## config.mk

```make
export PLATFORM = sky130hd
export DESIGN_NAME = blur_frame_controller_flat
export DESIGN_NICKNAME = d
export VERILOG_FILES = /design/src/rtl/blur_frame_controller_if.sv /design/src/rtl/blur_frame_controller.sv /design/src/flat_wrapper.sv
export SDC_FILE = /design/constraint.sdc
export NUM_CORES = 1
export LEC_CHECK = 0
export CORE_UTILIZATION = 56
export DETAILED_ROUTE_END_ITERATION = 6
export HOLD_SLACK_MARGIN = 0.15
export PLACE_DENSITY = 0.9
export SYNTH_ARGS = -nofsm -noshare
export SYNTH_HDL_FRONTEND = slang
export SYNTH_SLANG_ARGS = --single-unit
```

## constraint.sdc

```tcl
create_clock -name clk -period 4.9 [get_ports clk]
set_input_delay 0.98 -clock clk [delete_from_list [all_inputs] [get_ports clk]]
set_output_delay 0.98 -clock clk [all_outputs]
set_load 0.005 [all_outputs]
```

## src/rtl/blur_frame_controller_if.sv

```systemverilog
// Avalon-ST beat handshake plus the raw underage classifier flag seen by the blur frame controller.
// The source side drives every field; the controller only observes.
interface blur_frame_controller_if;
    logic valid_in;
    logic ready_in;
    logic startofpacket_in;
    logic endofpacket_in;
    logic underage_req;

    modport master (
        output valid_in,
        output ready_in,
        output startofpacket_in,
        output endofpacket_in,
        output underage_req
    );

    modport slave (
        input valid_in,
        input ready_in,
        input startofpacket_in,
        input endofpacket_in,
        input underage_req
    );
endinterface

```

## src/rtl/blur_frame_controller.sv

```systemverilog
// Frame sequencer for the RGB444 blur filter: tracks pixel position, validates frame geometry and
// turns the per-pixel underage flag into a hysteresis-filtered blur enable that only moves between frames.
module blur_frame_controller #(
    parameter int IMG_W      = 320,
    parameter int IMG_H      = 240,
    parameter int KERNEL_W   = 7,
    parameter int KERNEL_H   = 5,
    parameter int ON_FRAMES  = 2,
    parameter int OFF_FRAMES = 8
) (
    input  logic                    clk,
    input  logic                    rst_n,
    blur_frame_controller_if.slave  st,
    output logic                    blur_enable,
    output logic                    window_valid,
    output logic [8:0]              pix_x,
    output logic [7:0]              pix_y,
    output logic [15:0]             frame_count,
    output logic                    frame_error,
    output logic [1:0]              ctrl_state
);

    typedef enum logic [1:0] {
        SYNC   = 2'd0,
        ACTIVE = 2'd1,
        GAP    = 2'd2
    } state_t;

    localparam logic [8:0] LAST_X = 9'(IMG_W - 1);
    localparam logic [7:0] LAST_Y = 8'(IMG_H - 1);
    localparam logic [8:0] WIN_X  = 9'(KERNEL_W - 1);
    localparam logic [7:0] WIN_Y  = 8'(KERNEL_H - 1);
    localparam logic [3:0] ON_TH  = 4'(ON_FRAMES);
    localparam logic [3:0] OFF_TH = 4'(OFF_FRAMES);

    state_t      state_q, state_d;
    logic [8:0]  pix_x_d;
    logic [7:0]  pix_y_d;
    logic        acc, sop, eop;
    logic        start_beat, good_eop, err_d;
    logic [8:0]  beat_x;
    logic [7:0]  beat_y;
    logic        underage_q, underage_d, frame_underage;
    logic [3:0]  on_q, off_q, on_d, off_d;
    logic        blur_d;

    assign ctrl_state = state_q;

    always_comb begin
        acc        = st.valid_in && st.ready_in;
        sop        = acc && st.startofpacket_in;
        eop        = acc && st.endofpacket_in;
        state_d    = state_q;
        pix_x_d    = pix_x;
        pix_y_d    = pix_y;
        err_d      = 1'b0;
        good_eop   = 1'b0;
        start_beat = 1'b0;

        case (state_q)
            SYNC: begin
                if (sop) start_beat = 1'b1;
            end
            ACTIVE: begin
                // An SOP mid-frame aborts the current frame and restarts at pixel (0,0)
                if (sop) begin
                    start_beat = 1'b1;
                    err_d      = 1'b1;
                end else if (acc) begin
                    if (pix_x == LAST_X && pix_y == LAST_Y) begin
                        pix_x_d = '0;
                        pix_y_d = '0;
                        if (eop) begin
                            good_eop = 1'b1;
                            state_d  = GAP;
                        end else begin
                            err_d   = 1'b1;
                            state_d = SYNC;
                        end
                    end else if (eop) begin
                        err_d   = 1'b1;
                        state_d = GAP;
                        pix_x_d = '0;
                        pix_y_d = '0;
                    end else if (pix_x == LAST_X) begin
                        pix_x_d = '0;
                        pix_y_d = pix_y + 8'd1;
                    end else begin
                        pix_x_d = pix_x + 9'd1;
                    end
                end
            end
            GAP: begin
                if (sop)      start_beat = 1'b1;
                else if (acc) err_d      = 1'b1;
            end
            default: state_d = SYNC;
        endcase

        if (start_beat) begin
            state_d = ACTIVE;
            pix_x_d = 9'd1;
            pix_y_d = '0;
        end
    end

    // Window qualification uses the position of the beat being consumed, not the next one
    always_comb begin
        beat_x       = (state_q == ACTIVE && !sop) ? pix_x : '0;
        beat_y       = (state_q == ACTIVE && !sop) ? pix_y : '0;
        window_valid = acc && (sop || state_q == ACTIVE) && (beat_y >= WIN_Y) && (beat_x >= WIN_X);
    end

    always_comb begin
        underage_d     = underage_q;
        frame_underage = underage_q || st.underage_req;
        on_d           = on_q;
        off_d          = off_q;
        blur_d         = blur_enable;

        if (start_beat)                         underage_d = st.underage_req;
        else if (acc && state_q == ACTIVE)      underage_d = frame_underage;

        // Streaks and the enable only react to fully validated frames
        if (good_eop) begin
            if (frame_underage) begin
                on_d  = (on_q == 4'hF) ? 4'hF : on_q + 4'd1;
                off_d = '0;
            end else begin
                off_d = (off_q == 4'hF) ? 4'hF : off_q + 4'd1;
                on_d  = '0;
            end
            if (!blur_enable && on_d >= ON_TH)      blur_d = 1'b1;
            else if (blur_enable && off_d >= OFF_TH) blur_d = 1'b0;
        end
    end

    always_ff @(posedge clk or negedge rst_n) begin
        if (!rst_n) begin
            state_q     <= SYNC;
            pix_x       <= '0;
            pix_y       <= '0;
            frame_count <= '0;
            frame_error <= 1'b0;
            blur_enable <= 1'b0;
            underage_q  <= 1'b0;
            on_q        <= '0;
            off_q       <= '0;
        end else begin
            state_q     <= state_d;
            pix_x       <= pix_x_d;
            pix_y       <= pix_y_d;
            frame_error <= err_d;
            blur_enable <= blur_d;
            underage_q  <= underage_d;
            on_q        <= on_d;
            off_q       <= off_d;
            if (good_eop) frame_count <= frame_count + 16'd1;
        end
    end

endmodule

```

## src/flat_wrapper.sv

```systemverilog
// flat-port wrapper written by rule: the top's interface ports become plain ports
module blur_frame_controller_flat 
#(
    parameter int IMG_W      = 320,
    parameter int IMG_H      = 240,
    parameter int KERNEL_W   = 7,
    parameter int KERNEL_H   = 5,
    parameter int ON_FRAMES  = 2,
    parameter int OFF_FRAMES = 8
)
  (clk, rst_n, blur_enable, window_valid, pix_x, pix_y, frame_count, frame_error, ctrl_state, st_valid_in, st_ready_in, st_startofpacket_in, st_endofpacket_in, st_underage_req);
  blur_frame_controller_if st_i ();
  input  logic clk;
  input  logic rst_n;
  output logic blur_enable;
  output logic window_valid;
  output logic [8:0] pix_x;
  output logic [7:0] pix_y;
  output logic [15:0] frame_count;
  output logic frame_error;
  output logic [1:0] ctrl_state;
  input wire logic [$bits(st_i.valid_in)-1:0] st_valid_in;
  input wire logic [$bits(st_i.ready_in)-1:0] st_ready_in;
  input wire logic [$bits(st_i.startofpacket_in)-1:0] st_startofpacket_in;
  input wire logic [$bits(st_i.endofpacket_in)-1:0] st_endofpacket_in;
  input wire logic [$bits(st_i.underage_req)-1:0] st_underage_req;
  assign st_i.valid_in = st_valid_in;
  assign st_i.ready_in = st_ready_in;
  assign st_i.startofpacket_in = st_startofpacket_in;
  assign st_i.endofpacket_in = st_endofpacket_in;
  assign st_i.underage_req = st_underage_req;
  blur_frame_controller #(.IMG_W(IMG_W), .IMG_H(IMG_H), .KERNEL_W(KERNEL_W), .KERNEL_H(KERNEL_H), .ON_FRAMES(ON_FRAMES), .OFF_FRAMES(OFF_FRAMES)) u_core (.clk(clk), .rst_n(rst_n), .st(st_i), .blur_enable(blur_enable), .window_valid(window_valid), .pix_x(pix_x), .pix_y(pix_y), .frame_count(frame_count), .frame_error(frame_error), .ctrl_state(ctrl_state));
endmodule
```

==> impl_metrics.env, run 1 <==
export IMPL_status="finished clean"
export IMPL_path_clk_slew_ns=0.09
export IMPL_place_area_um2=2967
export IMPL_via_per_inst=6.006
export IMPL_setup_viol=0
export IMPL_hp_class="register to register"
export IMPL_fin_area_um2=3077
export IMPL_cts_tree="yes"
export IMPL_path_class="primary input to output pin"
export IMPL_wirelength_um=5241
export IMPL_vias=2096
export IMPL_finalSetupTns_ns=0
export IMPL_grt_pass1_vias=1878
export IMPL_crit_buf_inv=2
export IMPL_initial_core_util_pct=60.27
export IMPL_yosysSeqAreaShare_pct=46.09
export IMPL_hpwl_um=3664
export IMPL_syn_nets=270
export IMPL_rsz0062_at_grt="no"
export IMPL_wl_per_cell_um=15.02
export IMPL_clockBufferDepth=2
export IMPL_area_growth_pct=23.20
export IMPL_path_cells="clkdlybuf4s50_1 -> and2_1 -> nand3b_1 -> nor3_1 -> clkdlybuf4s50_1"
export IMPL_drtIter0Drc=127
export IMPL_netlist_area_leader_share_pct=46.09
export IMPL_ir_drop_v=0.0002194
export IMPL_rows=23
export IMPL_dieHeight_um=68.78
export IMPL_yosys_warnings=0
export IMPL_cts_sinks=46
export IMPL_fin_total_pwr_mw=0.9473
export IMPL_drtPass1Iterations=5
export IMPL_core_region_area_um2=4144
export IMPL_nNetsFinal=316
export IMPL_fmax_ghz=0.2680
export IMPL_die_area_um2=4731
export IMPL_synth_area_leaders="dfrtp_1 (46%), ha_1 (5.5%), nand2_1 (4.4%)"
export IMPL_syn_instance_count=252
export IMPL_antenna_cells=0
export IMPL_postCtsSetupRepairBufs=0
export IMPL_grt_max_degree=47
export IMPL_gr_total_overflow=0
export IMPL_synth_edf_count=0
export IMPL_antenna_found_initial=0
export IMPL_grt_pass1_wl_um=8480
export IMPL_syn_cell_area_um2=2497
export IMPL_grt_usage_pct=24.32
export IMPL_p_per_area_nw_per_um2=307.9
export IMPL_htreeDepth=2
export IMPL_synthFlopType="dfrtp_1"
export IMPL_ys_ff_latch=46
export IMPL_yosys_area_top_type="dfrtp_1"
export IMPL_fillers=298
export IMPL_ys_types=52
export IMPL_crit_required_ns=3.92
export IMPL_crit_top_cell="clkdlybuf4s50_1"
export IMPL_arrival_ns=2.75
export IMPL_syn_area_per_cell_um2=9.910
export IMPL_cts_hold_buffers_added=0
export IMPL_synthArstFlopShare_pct=100.0
export IMPL_synth_most_common_cell="dfrtp_1"
export IMPL_drc=0
export IMPL_cp_top_family="buffers and inverters"
export IMPL_numPortBuffers=44
export IMPL_finalCriticalPeriod_ns=3.731
export IMPL_tightest_slew_ns=0.9875
export IMPL_hold_worst_slack_ns=0.4745
export IMPL_cp_max_fo=9
export IMPL_cts_buffers=5
export IMPL_yosys_top_cells_count="dfrtp_1 (46), nand2_1 (29), nor2_1 (19)"
export IMPL_cpPeakStageDelay_ns=0.56
export IMPL_root_buffer="clkbuf_8"
export IMPL_cap_violations=0
export IMPL_period_share_pct=76.15
export IMPL_power_leakage_nw=1.380
export IMPL_worst_setup_path_start_kind="primary input"
export IMPL_relSlewSlack_pct=34.17
export IMPL_hold_viol_final=0
export IMPL_layout_drive_gt1_share_pct=6.689
export IMPL_finClkSkew_ns=0.005304
export IMPL_clk_latency_ns=0.30
export IMPL_cts_resized=0
export IMPL_die_width_um=68.78
export IMPL_cp_end_kind="output pin"
export IMPL_report_final_slew_viol_count=0
export IMPL_ios=45
export IMPL_final_antenna_net_count=0
export IMPL_gp_congestion=0.9226
export IMPL_worst_path_max_delay_cell="clkdlybuf4s50_1"
[power breakdown]
part | switching, mW | total (mW) | leakage (nW) | internal (mW)
registers | 0.0537 | 0.465 | 0.624 | 0.412
logic | 0.0913 | 0.196 | 0.705 | 0.105
clock network | 0.133 | 0.286 | 0.0514 | 0.152
[final timing paths]
path                                    endpoint               start  cells after the start  slack (ns)
min in group asynchronous  u_core.frame_count[1]               rst_n                      1        0.83
hold reg to reg               u_core.blur_enable  u_core.blur_enable                      1        0.47
setup reg to reg              u_core.blur_enable     u_core.pix_x[0]                      7        2.05
setup / recovery                    window_valid         st_valid_in                      5        1.17
hold / removal                u_core.blur_enable  u_core.blur_enable                      1        0.47
max in group asynchronous        u_core.pix_x[2]               rst_n                      1        3.46
[state kept, by name, indices dropped and copies added (netlist names)]
signal,count
u_core.frame_error,1
u_core.pix_x,9
u_core.blur_enable,1
u_core.ctrl_state,2
u_core.pix_y,8
u_core.off_q,4
u_core.on_q,4
u_core.underage_q,1
u_core.frame_count,16
[layer usage]
metal / up-vias / routed length [µm] / track usage (%)
li1: 1013 / - / -
met1: 1016 / 2267 / 29.02
met2: 60 / 2649 / 42.28
met3: 7 / 240 / 6.086
met4: 0 / 83 / 8.673
met5: - / 0 / 0
[per-stage QoR]
step | utilization (%) | std cells | setup slack (ns)
after floorplan | - | 252 | 2.373
after global placement | 71.59 | 341 | 1.232
after detailed placement | 71.59 | 341 | 1.179
after CTS | 74.25 | 349 | 1.154
after global routing | 74.25 | 349 | 1.061
final | 74.25 | 349 | 1.169
[cell usage in the layout (no fill, tap or decap), types with 3 or more instances in the layout]
cell type         n
dfrtp_1          46
clkdlybuf4s50_1  43
nand2_1          29
nor2_1           19
o21ai_0          18
nand3_1          15
ha_1             11
a21oi_1           9
xnor2_1           9
xor2_1            9
nand4_1           7
nor3_1            6
inv_1             5
a21o_1            5
o31ai_1           5
clkbuf_8          5
and3_1            4
and2_1            3
nand2b_1          3
a31oi_1           3
[cell families (layout without fill, tap and decap cells)]
family                     after synthesis  count (layout)  synth area share (%)
muxes                                    1               1                0.4008
DFF                                     46              46                 46.09
xor gates and xnor gates                18              18                 6.313
and+or+nand+nor                        107             107                 24.00
AOI/OAI and AO/OA                       59              59                 15.78
buffers and inverters                   10              57                 1.904
adders and majority gates               11              11                 5.511
[cell type report]
class                   instances  area (µm²)  share of cell area [%]
well taps                      50       62.56                   2.033
flip-flops and latches         46        1151                   37.41
repair buffers                 44       435.4                   14.15
inverters                       5       18.77                  0.6100
clock inverters                 2       37.54                   1.220
clock buffers                   6       72.57                   2.359
multi-input cells             196        1299                   42.21
No activity file was read; power rests on OpenSTA's default activity.
==> run 2, diff against run 1 <==
Settings changed: CORE_UTILIZATION 56 to 47, PLACE_DENSITY 0.9 to 0.82.
Clock period 4.9 ns to 3.2 ns, I/O delays scaled along.
==> impl_metrics.env, run 2 (synthesized netlist as in run 1, its figures left out) <==
export IMPL_status="finished clean"
export IMPL_power_leakage_nw=1.392
export IMPL_die_area_um2=5609
export IMPL_finClkSkew_ns=0.006766
export IMPL_grt_usage_pct=20.40
export IMPL_cp_end_kind="output pin"
export IMPL_nNetsFinal=319
export IMPL_dieHeight_um=74.90
export IMPL_path_class="register to output pin"
export IMPL_clockBufferDepth=2
export IMPL_drtPass1Iterations=4
export IMPL_rows=26
export IMPL_wl_per_cell_um=14.27
export IMPL_clk_latency_ns=0.30
export IMPL_gp_congestion=0.8364
export IMPL_finalCriticalPeriod_ns=2.916
export IMPL_cp_max_fo=6
export IMPL_wirelength_um=5308
export IMPL_drtIter0Drc=155
export IMPL_htreeDepth=2
export IMPL_regMostFlops="u_core.frame_count"
export IMPL_relSlewSlack_pct=33.17
export IMPL_cts_resized=0
export IMPL_area_growth_pct=24.35
export IMPL_grt_max_degree=47
export IMPL_p_per_area_nw_per_um2=444.6
export IMPL_ir_drop_v=0.0002547
export IMPL_cap_violations=0
export IMPL_report_final_slew_viol_count=0
export IMPL_vias=2095
export IMPL_tightest_slew_ns=1.002
export IMPL_cts_buffers=5
export IMPL_initial_core_util_pct=48.90
export IMPL_finalSetupTns_ns=0
export IMPL_cts_sinks=46
export IMPL_hpwl_um=3763
export IMPL_cts_hold_buffers_added=0
export IMPL_die_width_um=74.90
export IMPL_hp_class="register to register"
export IMPL_arrival_ns=2.28
export IMPL_hold_viol_final=0
export IMPL_root_buffer="clkbuf_8"
export IMPL_final_antenna_net_count=0
export IMPL_worst_path_max_delay_cell="or4_1"
export IMPL_worst_setup_path_start_kind="register"
export IMPL_gr_total_overflow=0
export IMPL_antenna_found_initial=0
export IMPL_postCtsSetupRepairBufs=0
export IMPL_crit_required_ns=2.56
export IMPL_grt_pass1_vias=1885
export IMPL_utilization_pct=60.80
export IMPL_cpPeakStageDelay_ns=0.53
export IMPL_path_clk_slew_ns=0.08
export IMPL_period_share_pct=91.14
export IMPL_fmax_ghz=0.3429
export IMPL_drc=0
export IMPL_ios=45
export IMPL_core_region_area_um2=5107
export IMPL_cts_tree="yes"
export IMPL_final_cell_mix="dfrtp_1 (46), clkdlybuf4s50_1 (43), nand2_1 (29), nor2_1 (19), o21ai_0 (18)"
export IMPL_antenna_cells=0
export IMPL_via_per_inst=5.632
export IMPL_grt_pass1_wl_um=8638
export IMPL_path_cells="or4_1 -> a2111oi_0 -> nor3_1 -> clkdlybuf4s50_1"
export IMPL_largest_reg_flops=16
export IMPL_layout_drive_gt1_share_pct=7.616
export IMPL_setup_viol=0
export IMPL_numPortBuffers=44
export IMPL_rsz0062_at_grt="no"
export IMPL_final_common_cell="dfrtp_1"
export IMPL_largestRegisters="u_core.frame_count x16, u_core.pix_x x9, u_core.pix_y x8"
-- run 2: cell types whose count changed in the layout (fill, tap and decap cells not counted) --
cell and change:
clkinv_2 +1, buf_4 +3, clkinvlp_4 -1, clkbuf_8 +1, bufinv_16 -1
-- run 2: metrics by stage --
| stage | cells | power [mW] | setup WS (ns) | hold WS (ns) | cell area [µm²] |
|---|---|---|---|---|---|
| detailed placement | 364 | 1.024 | 0.3769 | 0.4702 | 3014 |
| finish | 372 | 1.381 | 0.2836 | 0.4740 | 3105 |
| global placement | 364 | 1.018 | 0.3663 | 0.4596 | 3014 |
| CTS | 372 | 1.392 | 0.2805 | 0.4809 | 3105 |
| global route | 372 | 1.465 | 0.1428 | 0.5028 | 3105 |
| floorplan | 252 | 0.8711 | 0.8388 | 0.3444 | 2497 |
-- run 2: final timing paths --
check / startpoint / endpoint / slack, ns / cells after the start
worst max-delay path: u_core.pix_x[3] / window_valid / 0.28 / 4
worst min-delay path: u_core.blur_enable / u_core.blur_enable / 0.47 / 1
worst max register to register: u_core.pix_x[1] / u_core.frame_count[13] / 0.73 / 9
worst min register to register: u_core.blur_enable / u_core.blur_enable / 0.47 / 1
max in group asynchronous: rst_n / u_core.frame_count[12] / 2.08 / 1
min in group asynchronous: rst_n / u_core.ctrl_state[1] / 0.50 / 1
-- run 2: final cells by class --
class	instances	area [µm²]
repair buffers	47	457.9
flip-flops and latches	46	1151
clock inverters	1	5.005
well taps	70	87.58
inverters	5	18.77
fillers	452	2002
clock buffers	7	86.33
multi-input cells	196	1299
-- run 2: where the power goes --
| group | switching [mW] | internal, mW |
|---|---|---|
| Combinational | 0.138 | 0.161 |
| Clock | 0.195 | 0.174 |
| Sequential | 0.0824 | 0.630 |
-- run 2: critical path, delay by kind of cell, from the launching register on --
kind | cells | cell delay [ns]
and+or+nand+nor | 2 | 0.64
DFF | 1 | 0.48
buffers and inverters | 1 | 0.46
AOI/OAI and AO/OA | 1 | 0.39
-- run 2: layer usage --
layer,vias up,part of all wire (%),GRT usage [%]
li1,1022,-,-
met1,1002,45,25.43
met2,64,48,34.63
met3,7,5.4,4.819
met4,0,1.3,7.338
met5,-,0,0
